### config.mk
export PLATFORM = sky130hd
export DESIGN_NAME = bus_arbiter
export DESIGN_NICKNAME = d
export VERILOG_FILES = /design/src/rtl/bus_arbiter.sv
export SDC_FILE = /design/constraint.sdc
export NUM_CORES = 1
export LEC_CHECK = 0
export BUFFER_PORTS_ARGS = -buffer_cell sky130_fd_sc_hd__buf_2
export CAP_MARGIN = 40
export CELL_PAD_IN_SITES_DETAIL_PLACEMENT = 0
export CELL_PAD_IN_SITES_GLOBAL_PLACEMENT = 2
export CORE_MARGIN = 4
export CORE_UTILIZATION = 13
export CTS_CLUSTER_DIAMETER = 60
export DETAILED_ROUTE_END_ITERATION = 12
export HOLD_SLACK_MARGIN = 0.06
export PLACE_DENSITY = 0.88
export SYNTH_ARGS = -nofsm -noshare
export SYNTH_HDL_FRONTEND = slang
export SYNTH_SLANG_ARGS = --single-unit
### constraint.sdc
create_clock -name i_clk -period 4.7 [get_ports i_clk]
set_clock_uncertainty 0.05 [all_clocks]
set_input_delay 0.47 -clock i_clk [delete_from_list [all_inputs] [get_ports i_clk]]
set_output_delay 0.47 -clock i_clk [all_outputs]
set_load 0.01 [all_outputs]
### src/rtl/bus_arbiter.sv
// Round-robin arbiter sharing one 32-bit slave port among N_MASTERS masters.
// Supports locked back-to-back transfers and a per-transfer ack timeout.
module bus_arbiter #(
    parameter int N_MASTERS = 2,
    parameter int TIMEOUT   = 255
) (
    input  logic                     i_clk,
    input  logic                     i_rst,
    input  logic [N_MASTERS-1:0]     i_m_bus_en,
    input  logic [N_MASTERS-1:0]     i_m_wr_en,
    input  logic [32*N_MASTERS-1:0]  i_m_addr,
    input  logic [32*N_MASTERS-1:0]  i_m_wr_data,
    input  logic [4*N_MASTERS-1:0]   i_m_byte_en,
    input  logic [N_MASTERS-1:0]     i_m_lock,
    output logic [N_MASTERS-1:0]     o_m_ack,
    output logic [N_MASTERS-1:0]     o_m_err,
    output logic [31:0]              o_m_rd_data,
    output logic                     o_bus_en,
    output logic                     o_wr_en,
    output logic [31:0]              o_addr,
    output logic [31:0]              o_wr_data,
    output logic [3:0]               o_byte_en,
    input  logic                     i_ack,
    input  logic [31:0]              i_rd_data
);

    localparam int GW = $clog2(N_MASTERS);
    localparam int CW = $clog2(TIMEOUT);

    typedef enum logic [1:0] {S_IDLE, S_BUSY, S_LOCKED} state_t;

    state_t          r_state;
    logic [GW-1:0]   r_grant;
    logic [GW-1:0]   r_rr_ptr;
    logic [CW-1:0]   r_cnt;

    logic            w_found;
    logic [GW-1:0]   w_next;
    logic [GW:0]     w_sum;
    logic            w_busy;
    logic            w_tmo;
    logic            w_done;
    logic            w_sel_wr;
    logic [31:0]     w_sel_addr;
    logic [31:0]     w_sel_data;
    logic [3:0]      w_sel_be;

    // Search starts one past the last served master, wrapping modulo N_MASTERS.
    always_comb begin
        w_found = 1'b0;
        w_next  = r_rr_ptr;
        w_sum   = '0;
        for (int i = 1; i <= N_MASTERS; i++) begin
            w_sum = {1'b0, r_rr_ptr} + (GW+1)'(i);
            if (w_sum >= (GW+1)'(N_MASTERS))
                w_sum = w_sum - (GW+1)'(N_MASTERS);
            if (!w_found && i_m_bus_en[w_sum[GW-1:0]]) begin
                w_found = 1'b1;
                w_next  = w_sum[GW-1:0];
            end
        end
    end

    assign w_busy = (r_state == S_BUSY);
    assign w_tmo  = w_busy && !i_ack && (r_cnt == CW'(TIMEOUT-1));
    assign w_done = w_busy && (i_ack || w_tmo);

    always_comb begin
        w_sel_wr   = 1'b0;
        w_sel_addr = '0;
        w_sel_data = '0;
        w_sel_be   = '0;
        o_m_ack    = '0;
        o_m_err    = '0;
        for (int k = 0; k < N_MASTERS; k++) begin
            if (r_grant == GW'(k)) begin
                w_sel_wr   = i_m_wr_en[k];
                w_sel_addr = i_m_addr[32*k +: 32];
                w_sel_data = i_m_wr_data[32*k +: 32];
                w_sel_be   = i_m_byte_en[4*k +: 4];
                o_m_ack[k] = w_done;
                o_m_err[k] = w_tmo;
            end
        end
    end

    assign o_bus_en    = w_busy;
    assign o_wr_en     = w_busy & w_sel_wr;
    assign o_addr      = w_busy ? w_sel_addr : '0;
    assign o_wr_data   = w_busy ? w_sel_data : '0;
    assign o_byte_en   = w_busy ? w_sel_be   : '0;
    assign o_m_rd_data = (w_busy && i_ack) ? i_rd_data : '0;

    always_ff @(posedge i_clk) begin
        if (i_rst) begin
            r_state  <= S_IDLE;
            r_grant  <= '0;
            r_rr_ptr <= GW'(N_MASTERS-1);
            r_cnt    <= '0;
        end else begin
            case (r_state)
                S_IDLE: begin
                    if (w_found) begin
                        r_grant <= w_next;
                        r_cnt   <= '0;
                        r_state <= S_BUSY;
                    end
                end
                S_BUSY: begin
                    if (w_done) begin
                        r_rr_ptr <= r_grant;
                        // A timeout always releases the lock.
                        r_state  <= (i_ack && i_m_lock[r_grant]) ? S_LOCKED : S_IDLE;
                    end else begin
                        r_cnt <= r_cnt + 1'b1;
                    end
                end
                S_LOCKED: begin
                    if (i_m_bus_en[r_grant]) begin
                        r_cnt   <= '0;
                        r_state <= S_BUSY;
                    end else if (!i_m_lock[r_grant]) begin
                        r_state <= S_IDLE;
                    end
                end
                default: r_state <= S_IDLE;
            endcase
        end
    end

endmodule
==> flow_metrics.tcl, run 1 <==
set metrics [dict create \
    synth.distinct_cells 36 \
    antenna_cells 0 \
    grt_first_pass_wirelength_um 14300 \
    clock_power_share_pct 29.1 \
    core_area_mm2 0.0146 \
    cts_hold_buf 0 \
    ant_nets 0 \
    drt_iter0_drc 106 \
    dr_total_vias 2980 \
    grt_setup_unrepaired "false" \
    layout.nets 726 \
    critPathKind "reg -> out" \
    port_buffers 282 \
    nFillCells 1668 \
    area_growth_pct 85.9 \
    p_int_w 0.000390 \
    hold_class "reg -> reg" \
    clkSinkCount 12 \
    start_kind "register" \
    dpl.hpwl_um 9300 \
    clock_latency_ns 0.25 \
    use_met1_pct 13.1 \
    switching_share_pct 36.7 \
    ff2ff_path_depth 5 \
    cp-end-kind "output pin" \
    gr-usage-met3_pct 2.33 \
    fin_crit_sh_pct 55.2 \
    ios 283 \
    fin_setup_tns_ns 0 \
    cts_buffer_depth 2 \
    grt_max_degree 71 \
    viasPerCell 4.08 \
    netlist_area_mm2 0.00194 \
    synth_warnings 0 \
    cpMaxStageDelayCell "inv_1" \
    ys_seq_area_share_pct 12.4 \
    grt_pass1_vias 2684 \
    syn_inst 281 \
    fin_crit_ns 2.60 \
    crit_chain "nand2b_2 -> inv_1 -> o21ai_1 -> nor2_1 -> buf_2" \
    cp.required_ns 4.18 \
    powerDensity_mw_per_mm2 171 \
    synthTopCellsByArea "mux2i_1 (36%), nor2_1 (16%), dfxtp_1 (12%)" \
    ys_seq_elements 12 \
    synth_top_area_share_pct 36.1 \
    drv_slew 0 \
    netSwitchingPower_w 0.000226 \
    wl_um 10800 \
    p_comb_share_pct 52.5 \
    post-synth-top-area-cell "mux2i_1" \
    syn_area_per_cell_um2 6.91 \
    utilization_pct 24.7 \
    maxCapViolCount 0 \
    htreeDepth 1 \
    drc 0 \
    p_leak_nw 2.05 \
    drive_gt1_share_pct 53.8 \
    status "completed" \
    cts-resized-gates 0 \
    cts_setup_buffers 0 \
    regArea_um2 244 \
    max_stage_delay_ns 0.57 \
    first_pass_iters 4 \
    antenna_found_initial 0 \
    pre_cts_ws_ns 2.35 \
    row_count 44 \
    avgRoutedWirePerCell_um 14.8 \
    dieWidth_um 130 \
    crit_fanout 36 \
    relSlewSlack_pct 48.5 \
    peakVddDrop_uv 89.6 \
    grt.busiest_layer "met2" \
    overflow 0 \
    postLayoutSetupSlackWorst_ns 2.10 \
    synthFlopType "dfxtp_1" \
    multiInputGateArea_mm2 0.00157 \
    max_freq_mhz 385 \
    use_met2_pct 19.3 \
    setup-violations-final 0 \
    cp.arrival_ns 2.08 \
    initial_core_util_pct 13.3 \
    path_clk_slew_ns 0.05 \
    cts-buffers-inserted 3 \
    tightestPinTransition_ns 0.771 \
    dieArea_mm2 0.0169 \
    async_flop_share_pct 0 \
    die_y_um 130 \
    synth_edf_count 0 \
    finalHoldViolCount 0 \
    finalWeightedCongestion 0.774 \
    cts_tree "built" \
    grtUsageTotal_pct 10.8 \
    hold_path_depth 1 \
    seqPwrFrac_pct 18.3 \
    syn_nets 460 \
    root_buffer "clkbuf_16" \
]
-- through the flow --
step	instance area [um2]	hold slack (ns)	cells	power [W]
finish	3610	0.455	730	0.000616
floorplan	1940	0.385	281	0.000285
CTS	3610	0.469	730	0.000622
global route	3610	0.487	730	0.000653
detailed placement	3520	0.457	726	0.000442
global placement	3490	0.446	725	0.000442
-- synthesized netlist by cell type (all sizes together), types with 2 or more instances --
library cell  count
nand2             7
clkbuf           12
nand4             2
o21bai            2
ha                2
or3               5
buf              12
nor2             81
o21ai             8
a21oi             7
inv               5
and3             32
nor2b             2
a211oi            2
mux2i            70
nand3             4
nor3              2
dfxtp            12
-- power by group through the flow --
stage / Combinational, W / Clock (W) / Sequential [W]
2_1_floorplan: 0.000174 / 0 / 0.000111
3_3_place_gp: 0.000312 / 0 / 0.000130
3_5_place_dp: 0.000326 / 0 / 0.000115
4_1_cts: 0.000328 / 0.000182 / 0.000113
5_1_grt: 0.000355 / 0.000185 / 0.000114
6_report: 0.000324 / 0.000179 / 0.000113
-- state kept, by name, indices dropped and copies added, names as in the netlist --
register / cells
r_state: 2
r_cnt: 8
r_grant: 1
r_rr_ptr: 1
-- per-layer routing --
metal  up-vias  part of all wire (%)
li1       1516                     -
met1      1268                    38
met2       188                    49
met3         8                    11
met4         0                   1.1
met5         -                     0
-- logic make-up (layout without fill, tap and decap cells) --
family                     after synthesis  in the layout  share of synthesized area (%)
AOI/OAI and AO/OA                       25             25                           8.25
xor gates and xnor gates                 1              1                          0.451
adders and majority gates                2              2                           1.29
buffers and inverters                   29            294                           6.71
DFF                                     12             12                           12.4
muxes                                   70             70                           36.1
and+or+nand+nor                        142            142                           34.8
-- cells in the final DEF, fill, tap and decap left out, types with 2 or more instances in the layout --
cell type and n:
inv_1 5, and3_1 32, ha_1 2, or3_1 5, a21oi_1 7, o21ai_0 5
clkbuf_16 3, nand4_1 2, nor3_1 2, nor2_1 81, dfxtp_1 11, o21ai_1 3
buf_4 2, o21bai_1 2, nand3_1 4, nor2b_1 2, nand2_1 7, mux2i_1 70
buf_2 282, a211oi_1 2
-- critical path: cells and delay by family (launching register included) --
kind	cells	cell delay, ns
compound gates	1	0.28
buf+inv	2	0.74
flops	1	0.37
simple gates	2	0.45
-- final cells by class --
class	count	share of cell area (%)
tap	184	6.38
inverter	5	0.520
timing repair buffer	285	40.3
clock buffer	4	2.46
multi-input combinational	240	43.6
sequential	12	6.76
-- final timing paths --
path | end | startpoint | slack, ns
worst max-delay path | o_m_ack[1] | r_state[1] | 2.10
worst min register to register | r_rr_ptr | r_rr_ptr | 0.46
worst min-delay path | r_rr_ptr | r_rr_ptr | 0.46
worst max register to register | r_cnt[6] | r_state[1] | 2.55
No activity file was read; power rests on OpenSTA's default activity.
==> run 2: changes to the inputs <==
- CORE_UTILIZATION: 13 -> 12
- PLACE_DENSITY: 0.88 -> 0.83
- clock period: 4.7 -> 2.6 ns (I/O delays scaled with it)
==> run 2 against run 1 <==
  * Critical path depth decreased by 1
  * Wire length decreased by 11%
  * Power increased by 78%
  * Clock power increased by 75%
  * Worst hold slack got worse by 0.20 ns
  * First-iteration DRC count decreased by 12%
  * Largest power group unchanged
  * Highest routed layer unchanged
==> flow_metrics.tcl, run 2 (synthesis gave the netlist of run 1 again) <==
set metrics [dict create \
    status "completed" \
    grt_setup_unrepaired "false" \
    layout_commonest_cell "buf_2" \
    grt_max_degree 64 \
    p_leak_nw 2.05 \
    finalWeightedCongestion 0.718 \
    use_met1_pct 10.4 \
    cp-end-kind "output pin" \
    cts_hold_buf 0 \
    maxCapViolCount 0 \
    hold_class "in -> reg" \
    setup-violations-final 0 \
    drt_iter0_drc 93 \
    fin_cells 763 \
    crit_fanout 63 \
    grtUsageTotal_pct 9.09 \
    reg_top3 "r_cnt: 8 flops, r_state: 2 flops" \
    largest_reg_flops 8 \
    antenna_cells 0 \
    use_met2_pct 17.4 \
    htreeDepth 1 \
    overflow 0 \
    ios 283 \
    root_buffer "clkbuf_16" \
    gr-usage-met3_pct 1.45 \
    regMostFlops "r_cnt" \
    dieWidth_um 135 \
    path_clk_slew_ns 0.05 \
    pre_cts_ws_ns 0.709 \
    cp.required_ns 2.29 \
    cp.arrival_ns 1.83 \
    drive_gt1_share_pct 53.9 \
    core_area_mm2 0.0159 \
    max_freq_mhz 467 \
    port_buffers 282 \
    drv_slew 0 \
    postLayoutSetupSlackWorst_ns 0.458 \
    first_pass_iters 4 \
    powerDensity_mw_per_mm2 300 \
    critPathKind "reg -> out" \
    clkSinkCount 12 \
    peakVddDrop_uv 202 \
    grt_first_pass_wirelength_um 13600 \
    dr_total_vias 2902 \
    clock_latency_ns 0.24 \
    die_y_um 135 \
    finalHoldViolCount 0 \
    dpl.hpwl_um 8040 \
    regArea_um2 244 \
    nFillCells 1828 \
    grt_pass1_vias 2746 \
    fin_crit_sh_pct 82.4 \
    cts_buffer_depth 2 \
    dieArea_mm2 0.0183 \
    fin_crit_ns 2.14 \
    fin_setup_tns_ns 0 \
    place_inst 759 \
    drc 0 \
    grt.busiest_layer "met2" \
    row_count 46 \
    wl_um 9610 \
    final_cell_mix "buf_2 (282), nor2_1 (81), mux2i_1 (70)" \
    layout.nets 727 \
    antenna_found_initial 0 \
    multiInputGateArea_mm2 0.00157 \
    initial_core_util_pct 12.2 \
    viasPerCell 3.80 \
    start_kind "register" \
    area_growth_pct 88.0 \
    cts-resized-gates 0 \
    avgRoutedWirePerCell_um 12.6 \
    cts_setup_buffers 0 \
    ant_nets 0 \
    relSlewSlack_pct 56.7 \
    tightestPinTransition_ns 0.649 \
    cts_tree "built" \
    cts-buffers-inserted 3 \
]
==> run 2: cell types whose count changed in the layout (fill, tap and decap cells not counted) <==
| cell | delta |
|---|---|
| buf_16 | -1 |
| buf_12 | +1 |
| buf_4 | +1 |
==> run 2: final timing paths <==
kind,start,to,slack [ns],cells past startpoint
worst max-delay path,r_state[1],o_addr[1],0.46,4
worst min-delay path,i_rst,r_cnt[7],0.26,2
worst max register to register,r_cnt[0],r_cnt[6],0.82,7
worst min register to register,r_rr_ptr,r_rr_ptr,0.43,1
==> run 2: power breakdown <==
part | leakage (nW) | switching, W | total, W | internal, W
clock network | 0.0442 | 0.0000822 | 0.000314 | 0.000232
registers | 0.0982 | 0.0000156 | 0.000207 | 0.000191
logic | 1.91 | 0.000294 | 0.000574 | 0.000280
total | 2.05 | 0.000392 | 0.00110 | 0.000703
==> run 2: critical path, stage by stage (launching register included) <==
cell,delay [ns]
dfxtp_1,0.44
nand2b_2,0.27
buf_4,0.54
nor2_1,0.14
buf_2,0.17
==> run 2: cell type report <==
cell class	count	area share (%)
inverter	5	0.514
tap	216	7.41
timing repair buffer	286	39.8
multi-input combinational	240	43.1
sequential	12	6.69
clock buffer	4	2.43
==> run 2: stage by stage <==
stage / hold slack, ns / total power (W) / instance area [um2] / util, %
after detailed placement: 0.415 / 0.000790 / 3560 / 22.4
after floorplan: 0.279 / 0.000515 / 1940 / -
after global placement: 0.423 / 0.000793 / 3560 / 22.4
after CTS: 0.263 / 0.00111 / 3650 / 23.0
after global routing: 0.281 / 0.00117 / 3650 / 23.0
final: 0.260 / 0.00110 / 3650 / 23.0
==> run 2: metal layers <==
layer / up-vias / routed length, um / share of wire [%]
met3: 5 / 886 / 9.2
met2: 158 / 4990 / 52
li1: 1510 / - / -
met1: 1229 / 3640 / 38
met4: 0 / 97 / 1.0
met5: - / 0 / 0
